`src/rtl/data_path_pkg.sv`:
```
// Shared constants for the phase-1 datapath: data width and bus-source select indices.
package data_path_pkg;

  localparam int DATA_W  = 32;
  localparam int NUM_SRC = 24;

  typedef logic [DATA_W-1:0] word_t;

  localparam int SEL_R0     = 0;
  localparam int SEL_R15    = 15;
  localparam int SEL_HI     = 16;
  localparam int SEL_LO     = 17;
  localparam int SEL_ZHI    = 18;
  localparam int SEL_ZLO    = 19;
  localparam int SEL_PC     = 20;
  localparam int SEL_MDR    = 21;
  localparam int SEL_INPORT = 22;
  localparam int SEL_CSIGN  = 23;

endpackage

```
`src/rtl/data_path_reg32.sv`:
```
// 32-bit register with load enable and asynchronous active-low clear.
module reg32
  import data_path_pkg::*;
(
  input  logic  i_clk,
  input  logic  i_clr_n,
  input  logic  i_ld,
  input  word_t i_d,
  output word_t o_q
);

  word_t r_q;

  // Capture on load, hold otherwise.
  always_ff @(posedge i_clk or negedge i_clr_n) begin
    if (!i_clr_n) begin
      r_q <= 32'h0000_0000;
    end else if (i_ld) begin
      r_q <= i_d;
    end else begin
      r_q <= r_q;
    end
  end

  assign o_q = r_q;

endmodule

```
`src/rtl/data_path.sv`:
```
// Phase-1 CPU datapath: shared 32-bit bus, 25 registers and a logic ALU feeding ZHI/ZLO.
module data_path
  import data_path_pkg::*;
(
  input  logic [31:0] Mdatain,
  input  logic [31:0] encIn,
  input  logic        Clock,
  input  logic        Clear,
  input  logic        Read,
  input  logic        R0in,
  input  logic        R1in,
  input  logic        R2in,
  input  logic        R3in,
  input  logic        R4in,
  input  logic        R5in,
  input  logic        R6in,
  input  logic        R7in,
  input  logic        R8in,
  input  logic        R9in,
  input  logic        R10in,
  input  logic        R11in,
  input  logic        R12in,
  input  logic        R13in,
  input  logic        R14in,
  input  logic        R15in,
  input  logic        HIin,
  input  logic        LOin,
  input  logic        ZHIin,
  input  logic        ZLOin,
  input  logic        PCin,
  input  logic        INPORTin,
  input  logic        CSIGNin,
  input  logic        MDRin,
  input  logic        Yin,
  output logic [31:0] R0,
  output logic [31:0] R1,
  output logic [31:0] R2,
  output logic [31:0] R3,
  output logic [31:0] R4,
  output logic [31:0] R5,
  output logic [31:0] R6,
  output logic [31:0] R7,
  output logic [31:0] R8,
  output logic [31:0] R9,
  output logic [31:0] R10,
  output logic [31:0] R11,
  output logic [31:0] R12,
  output logic [31:0] R13,
  output logic [31:0] R14,
  output logic [31:0] R15,
  output logic [31:0] HI,
  output logic [31:0] LO,
  output logic [31:0] ZHI,
  output logic [31:0] ZLO,
  output logic [31:0] PC,
  output logic [31:0] MDR,
  output logic [31:0] INPORT,
  output logic [31:0] CSIGN,
  output logic [31:0] RY,
  input  logic        NOT,
  input  logic        OR,
  input  logic        AND,
  output logic [31:0] busMuxOut
);

  logic [15:0]  w_gpr_ld;
  word_t        w_gpr [0:15];
  word_t        w_src [0:NUM_SRC-1];
  word_t        w_bus;
  word_t        w_alu_lo;
  logic [63:0]  w_alu_c;
  word_t        w_mdr_d;
  word_t        w_hi, w_lo, w_zhi, w_zlo, w_pc, w_mdr, w_inport, w_csign, w_y;

  assign w_gpr_ld = {R15in, R14in, R13in, R12in, R11in, R10in, R9in, R8in,
                     R7in,  R6in,  R5in,  R4in,  R3in,  R2in,  R1in, R0in};

  for (genvar g = 0; g < 16; g++) begin : g_gpr
    reg32 u_gpr (.i_clk(Clock), .i_clr_n(Clear), .i_ld(w_gpr_ld[g]), .i_d(w_bus), .o_q(w_gpr[g]));
    assign w_src[SEL_R0 + g] = w_gpr[g];
  end

  reg32 u_hi     (.i_clk(Clock), .i_clr_n(Clear), .i_ld(HIin),     .i_d(w_bus),            .o_q(w_hi));
  reg32 u_lo     (.i_clk(Clock), .i_clr_n(Clear), .i_ld(LOin),     .i_d(w_bus),            .o_q(w_lo));
  reg32 u_zhi    (.i_clk(Clock), .i_clr_n(Clear), .i_ld(ZHIin),    .i_d(w_alu_c[63:32]),   .o_q(w_zhi));
  reg32 u_zlo    (.i_clk(Clock), .i_clr_n(Clear), .i_ld(ZLOin),    .i_d(w_alu_c[31:0]),    .o_q(w_zlo));
  reg32 u_pc     (.i_clk(Clock), .i_clr_n(Clear), .i_ld(PCin),     .i_d(w_bus),            .o_q(w_pc));
  reg32 u_mdr    (.i_clk(Clock), .i_clr_n(Clear), .i_ld(MDRin),    .i_d(w_mdr_d),          .o_q(w_mdr));
  reg32 u_inport (.i_clk(Clock), .i_clr_n(Clear), .i_ld(INPORTin), .i_d(w_bus),            .o_q(w_inport));
  reg32 u_csign  (.i_clk(Clock), .i_clr_n(Clear), .i_ld(CSIGNin),  .i_d(w_bus),            .o_q(w_csign));
  reg32 u_y      (.i_clk(Clock), .i_clr_n(Clear), .i_ld(Yin),      .i_d(w_bus),            .o_q(w_y));

  assign w_src[SEL_HI]     = w_hi;
  assign w_src[SEL_LO]     = w_lo;
  assign w_src[SEL_ZHI]    = w_zhi;
  assign w_src[SEL_ZLO]    = w_zlo;
  assign w_src[SEL_PC]     = w_pc;
  assign w_src[SEL_MDR]    = w_mdr;
  assign w_src[SEL_INPORT] = w_inport;
  assign w_src[SEL_CSIGN]  = w_csign;

  assign w_mdr_d = Read ? Mdatain : w_bus;

  // Priority bus mux: scanning downward lets the lowest set select bit win; bits 24-31 never drive.
  always_comb begin
    w_bus = 32'h0000_0000;
    for (int i = NUM_SRC - 1; i >= 0; i--) begin
      if (encIn[i]) begin
        w_bus = w_src[i];
      end else begin
        w_bus = w_bus;
      end
    end
  end

  // Logic ALU on Y and the bus; upper half of the result is always zero for these ops.
  always_comb begin
    w_alu_lo = 32'h0000_0000;
    if (AND) begin
      w_alu_lo = w_y & w_bus;
    end else if (OR) begin
      w_alu_lo = w_y | w_bus;
    end else if (NOT) begin
      w_alu_lo = ~w_bus;
    end else begin
      w_alu_lo = 32'h0000_0000;
    end
  end

  assign w_alu_c   = {32'h0000_0000, w_alu_lo};
  assign busMuxOut = w_bus;

  assign R0  = w_gpr[0];
  assign R1  = w_gpr[1];
  assign R2  = w_gpr[2];
  assign R3  = w_gpr[3];
  assign R4  = w_gpr[4];
  assign R5  = w_gpr[5];
  assign R6  = w_gpr[6];
  assign R7  = w_gpr[7];
  assign R8  = w_gpr[8];
  assign R9  = w_gpr[9];
  assign R10 = w_gpr[10];
  assign R11 = w_gpr[11];
  assign R12 = w_gpr[12];
  assign R13 = w_gpr[13];
  assign R14 = w_gpr[14];
  assign R15 = w_gpr[15];
  assign HI     = w_hi;
  assign LO     = w_lo;
  assign ZHI    = w_zhi;
  assign ZLO    = w_zlo;
  assign PC     = w_pc;
  assign MDR    = w_mdr;
  assign INPORT = w_inport;
  assign CSIGN  = w_csign;
  assign RY     = w_y;

endmodule

```
`config.mk`:
```
export PLATFORM = sky130hd
export DESIGN_NAME = data_path
export DESIGN_NICKNAME = d
export VERILOG_FILES = /design/src/rtl/data_path_pkg.sv /design/src/rtl/data_path_reg32.sv /design/src/rtl/data_path.sv
export SDC_FILE = /design/constraint.sdc
export NUM_CORES = 2
export LEC_CHECK = 0
export ABC_AREA = 1
export CELL_PAD_IN_SITES_DETAIL_PLACEMENT = 0
export CELL_PAD_IN_SITES_GLOBAL_PLACEMENT = 1
export CORE_MARGIN = 8
export CORE_UTILIZATION = 30
export DETAILED_ROUTE_END_ITERATION = 7
export PLACE_DENSITY_LB_ADDON = 0.1
export SYNTH_ARGS = -nofsm -noshare
export SYNTH_HDL_FRONTEND = slang
export SYNTH_HIERARCHICAL = 1
export SYNTH_SLANG_ARGS = --single-unit
```
`constraint.sdc`:
```
create_clock -name Clock -period 6 [get_ports Clock]
set_input_delay 0.6 -clock Clock [delete_from_list [all_inputs] [get_ports Clock]]
set_output_delay 0.6 -clock Clock [all_outputs]
set_load 0.02 [all_outputs]
```
Yosys cells after proc, flatten, opt, wreduce, memory -nomap -nowiden --
Cells that the tools add are included.
Storage, ports and cells: latch bits 0, memories 0, output and inout port bits 832, ROM bits 0, logic and storage cells 55, input port bits 95, flip-flop bits (word level) 768, bits in writable memories 0
Cells by class: multiplexer cells 28, add/sub/neg operators 0, eq/ne operators 0, div/mod/pow operators 0, magnitude comparators 0, multiply operators 0, shifts and indexed selects 0, reductions and logical operators 0, bitwise gates (word level) 3
Operators by type and width (count):
- 32-bit 2-to-1 mux | 28
- 32-bit AND | 1
- 32-bit NOT | 1
- 32-bit bitwise OR | 1

Depth between registers and ports, before layout --
word-level depth 28, gate-level depth with buffers 33, gate-level depth less buffers 31

By module --
Netlist, hierarchy kept.
By module, submodules not included:
- reg32 | cells an instance 136, instances 25, sequential area each 800.8 µm², area each 1292.5 µm²
- data_path | cells an instance 2149, instances 1, sequential area each 0.0 µm², area each 10133.5 µm²

Worst setup path before layout --
Ideal clock, no wire load.
path kind input to output, from input port encIn[20], to output port busMuxOut[3], stages 25, buffers on the path 2, required time 5.400 ns, arrival time 2.750 ns, setup slack 2.650 ns, path through buf_4 > buf_2 > a21oi_1 > nand2_1 > nand2_1 > nand3_1 > nand3_1 > nand3_1 > nand3_1 > nand3_1 > nand3_1 > nand3_1 > nand3_1 > nand3_1 > nand3_1 > nand3_1 > nand3_1 > nand3_1 > nand3_1 > nand3_1 > nand3_1 > nand2_1 > nand2_1 > nand2_2 > nand2_1
Between the ends: word-level cells in the longest chain between the ends 21
RTL lines:
- start, declared | line data_path.sv:6 | input logic [31:0] encIn,
- 32-bit 2-to-1 mux (21 in a row) | line data_path.sv:108 | if (encIn[i]) begin
- end, declared | line data_path.sv:63 | output logic [31:0] busMuxOut
Every way passes these cells.

Worst setup path in the final report --
from input port encIn[23], to output port busMuxOut[0]
Between the ends: word-level cells in the longest chain between the ends 24
RTL lines (line):
- 32-bit 2-to-1 mux (24 in a row) | data_path.sv:108
Every way passes these cells.

==> results.ini <==
[status]
status=completed

[place]
gp_congestion=0.9114
io_buffers=918
hpwl_mm=172.0

[sta]
layout_min_cycle_time_ns=5.977
finalMaxSlewViolations=0
final_hold_viol_count=0
finalSetupViolations=0
maxSlewHeadroom_pct=23.76
fin_crit_sh_pct=99.61
setup_tns_ns=0
finalClockSkew_ns=0.03867
worstMarginPinSlew_ns=1.141
rsz0062_at_grt=no
fmax_ghz=0.1673

[die]
start_util_pct=30.09
fp.dieH_um=392.1
core_area_um2=141100
pin_count=927
rows=138
dieArea_um2=153800
die_width_um=392.1

[critical_path]
arrival_ns=5.38
timing_worst_setup_path_type=in -> out
worstPathMaxFanout=14
worst_setup_path_end_kind=primary output
required_ns=5.40
cp-start-kind=primary input

[route]
drt_iter0_markers=3531
wl_mm=234.1
drc=0
via_per_inst=4.818
ant_nets=0
num_vias=40280
first_pass_iters=5
wl_per_cell_um=28.01

[clocking]
cts_buffer_depth=3
cts_tree=yes
postCtsSetupBuffers=0
htree_levels=3
cts_root_buf=clkbuf_16
clk_pin_slew_worst_paths_ns=0.06
cts_sinks=800
cts-buffers-inserted=103
clk_latency_ns=0.72

[grt]
grt_max_degree=144
grt_pass1_wl_mm=319.7
antenna_found_initial=11
track_usage_pct=29.20
gr-total-overflow=0
first_global_vias=38160

[logic_synthesis]
syn_inst=5549
syn_area_per_cell_um2=7.649
synth-warning-count=6
synth_area_um2=42450
synthTopCellsByArea=dfrtp_1, nand2_1, nand3_1
synth_top_area_share_pct=47.16
yosys.area.top_type=dfrtp_1
ys_ff_latch=800
synthDistinctLibCells=27
ys_seq_area_share_pct=47.16

[final_layout]
layout_common_cells=nand2_1, clkdlybuf4s50_1, dfrtp_1
multiInputGateArea_um2=18420
nFillCells=14820
post-route-util_pct=39.23
layout-drive-gt1-share_pct=13.54
nets=6476
final_common_cell=nand2_1
area_delta_synth_final_pct=30.39
regArea_um2=20020

[hold_path]
min_path_type=in -> reg

[pwr]
p_leak_nw=27.81
power.density_nw_per_um2=363.0
power_frac_comb_pct=32.4
p_seq_share_pct=35.4
ir_drop_v=0.0002016
cellInternalPower_mw=12.45
p_sw_mw=7.640
power.clock.fraction_pct=32.3
switching_share_pct=38.02

[job]
drv_cap=0

-- cells in the mapped netlist --
cell type / n
nand2_2: 281
buf_4: 14
inv_8: 25
inv_4: 1
clkbuf_1: 73
or2_2: 195
nand2_1: 2791
or2_1: 29
conb_1: 1
buf_2: 57
buf_6: 91
inv_1: 137
inv_2: 3
clkinv_1: 6
nand3_1: 637
a31oi_1: 32
dlygate4sd1_1: 6
a21oi_2: 1
nor2_1: 97
buf_1: 1
buf_12: 25
dlygate4sd3_1: 7
dlymetal6s2s_1: 1
nand3b_1: 2
clkbuf_8: 76
dfrtp_1: 800
a21oi_1: 160
-- power by group through the flow --
stage          sequential (mW)  combinational [mW]  clock (mW)
2_1_floorplan             7.94                2.04           0
3_3_place_gp              7.16                6.51           0
3_5_place_dp              7.17                6.54           0
4_1_cts                   7.09                6.56        6.63
5_1_grt                   7.20                6.90        6.82
6_report                  7.11                6.50        6.48
-- registers in the layout, summed over array words and instances (netlist names) --
signal and count:
g_gpr.u_gpr/o_q 512, u_csign/o_q 32, u_hi/o_q 32, u_inport/o_q 32, u_lo/o_q 32, u_mdr/o_q 32
u_pc/o_q 32, u_y/o_q 32, u_zhi/o_q 32, u_zlo/o_q 32
-- routing by layer --
| metal | share of wire [%] | wire [um] | global-route usage, % | vias up |
|---|---|---|---|---|
| li1 | - | - | - | 18880 |
| met1 | 44 | 102400 | 39.47 | 19630 |
| met2 | 45 | 104900 | 45.54 | 1508 |
| met3 | 7.8 | 18250 | 7.721 | 259 |
| met4 | 3.6 | 8524 | 9.339 | 4 |
| met5 | 0.011 | 26 | 0 | - |
-- final timing paths --
path / startpoint / end / slack, ns / cells past startpoint
worst max-delay path: encIn[23] / busMuxOut[0] / 0.02 / 27
worst min register to register: g_gpr[11].u_gpr/o_q[22] / g_gpr[11].u_gpr/o_q[22] / 0.49 / 2
worst max register to register: u_mdr/o_q[0] / u_zlo/o_q[0] / 1.13 / 29
worst min-delay path: HIin / u_hi/o_q[14] / 0.21 / 3
max in group asynchronous: Clear / g_gpr[5].u_gpr/o_q[16] / 4.16 / 3
min in group asynchronous: Clear / u_inport/o_q[24] / 0.42 / 2
-- critical path, stage by stage --
cell and delay, ns:
clkdlybuf4s50_1 0.53, buf_4 0.24, nand3_1 0.09, nand2_1 0.08
nand2_1 0.05, nand2_1 0.08, nand3_1 0.31, nand3_1 0.22
nand3_1 0.16, nand3_1 0.16, nand3_1 0.10, nand3_1 0.10
nand3_1 0.13, nand3_1 0.12, nand3_1 0.16, nand3_1 0.13
nand3_1 0.09, nand3_1 0.10, nand3_1 0.23, nand3_1 0.17
nand3_1 0.08, nand3_1 0.22, nand2_1 0.08, nand2_1 0.10
nand2_2 0.16, nand2_2 0.22, clkdlybuf4s50_1 0.65
-- stage by stage --
| stage | cells | instance area [um^2] | total power, mW | hold slack (ns) | worst slack (ns) |
|---|---|---|---|---|---|
| 3_5_place_dp | 8165 | 51780 | 13.71 | 0.4733 | 0.1317 |
| 2_1_floorplan | 5580 | 42560 | 9.979 | 0.3044 | 2.650 |
| 5_1_grt | 8354 | 55330 | 20.92 | 0.2035 | 0.001271 |
| 6_report | 8359 | 55350 | 20.09 | 0.2142 | 0.02321 |
| 3_3_place_gp | 8165 | 51780 | 13.67 | 0.4716 | 0.1172 |
| 4_1_cts | 8353 | 55300 | 20.28 | 0.1566 | 0.1104 |
-- cell type report --
cell class | count | area share [%]
diodes | 6 | 0.02713
clock buffers | 164 | 5.871
clock inverters | 23 | 0.4747
inverters | 172 | 1.510
multi-input cells | 4257 | 33.28
flip-flops and latches | 800 | 36.17
well taps | 1890 | 4.273
repair buffers | 1047 | 18.40
-- logic make-up after synthesis --
group / Yosys count / share of synthesized area, %
AND/OR/NAND/NOR: 4032 / 40.53
flip-flops: 800 / 47.16
buffers and inverters: 523 / 9.919
AO/OA/AOI/OAI: 193 / 2.379
other: 1 / 0.008835
-- repair_timing --
action / in CTS / in global routing
hold buffers: 1 / 0
setup endpoints to repair: 0 / 7
endpoints found under the hold margin: 57 / 0
gates resized for setup: 0 / 8
(Power assumes the default switching activity.)
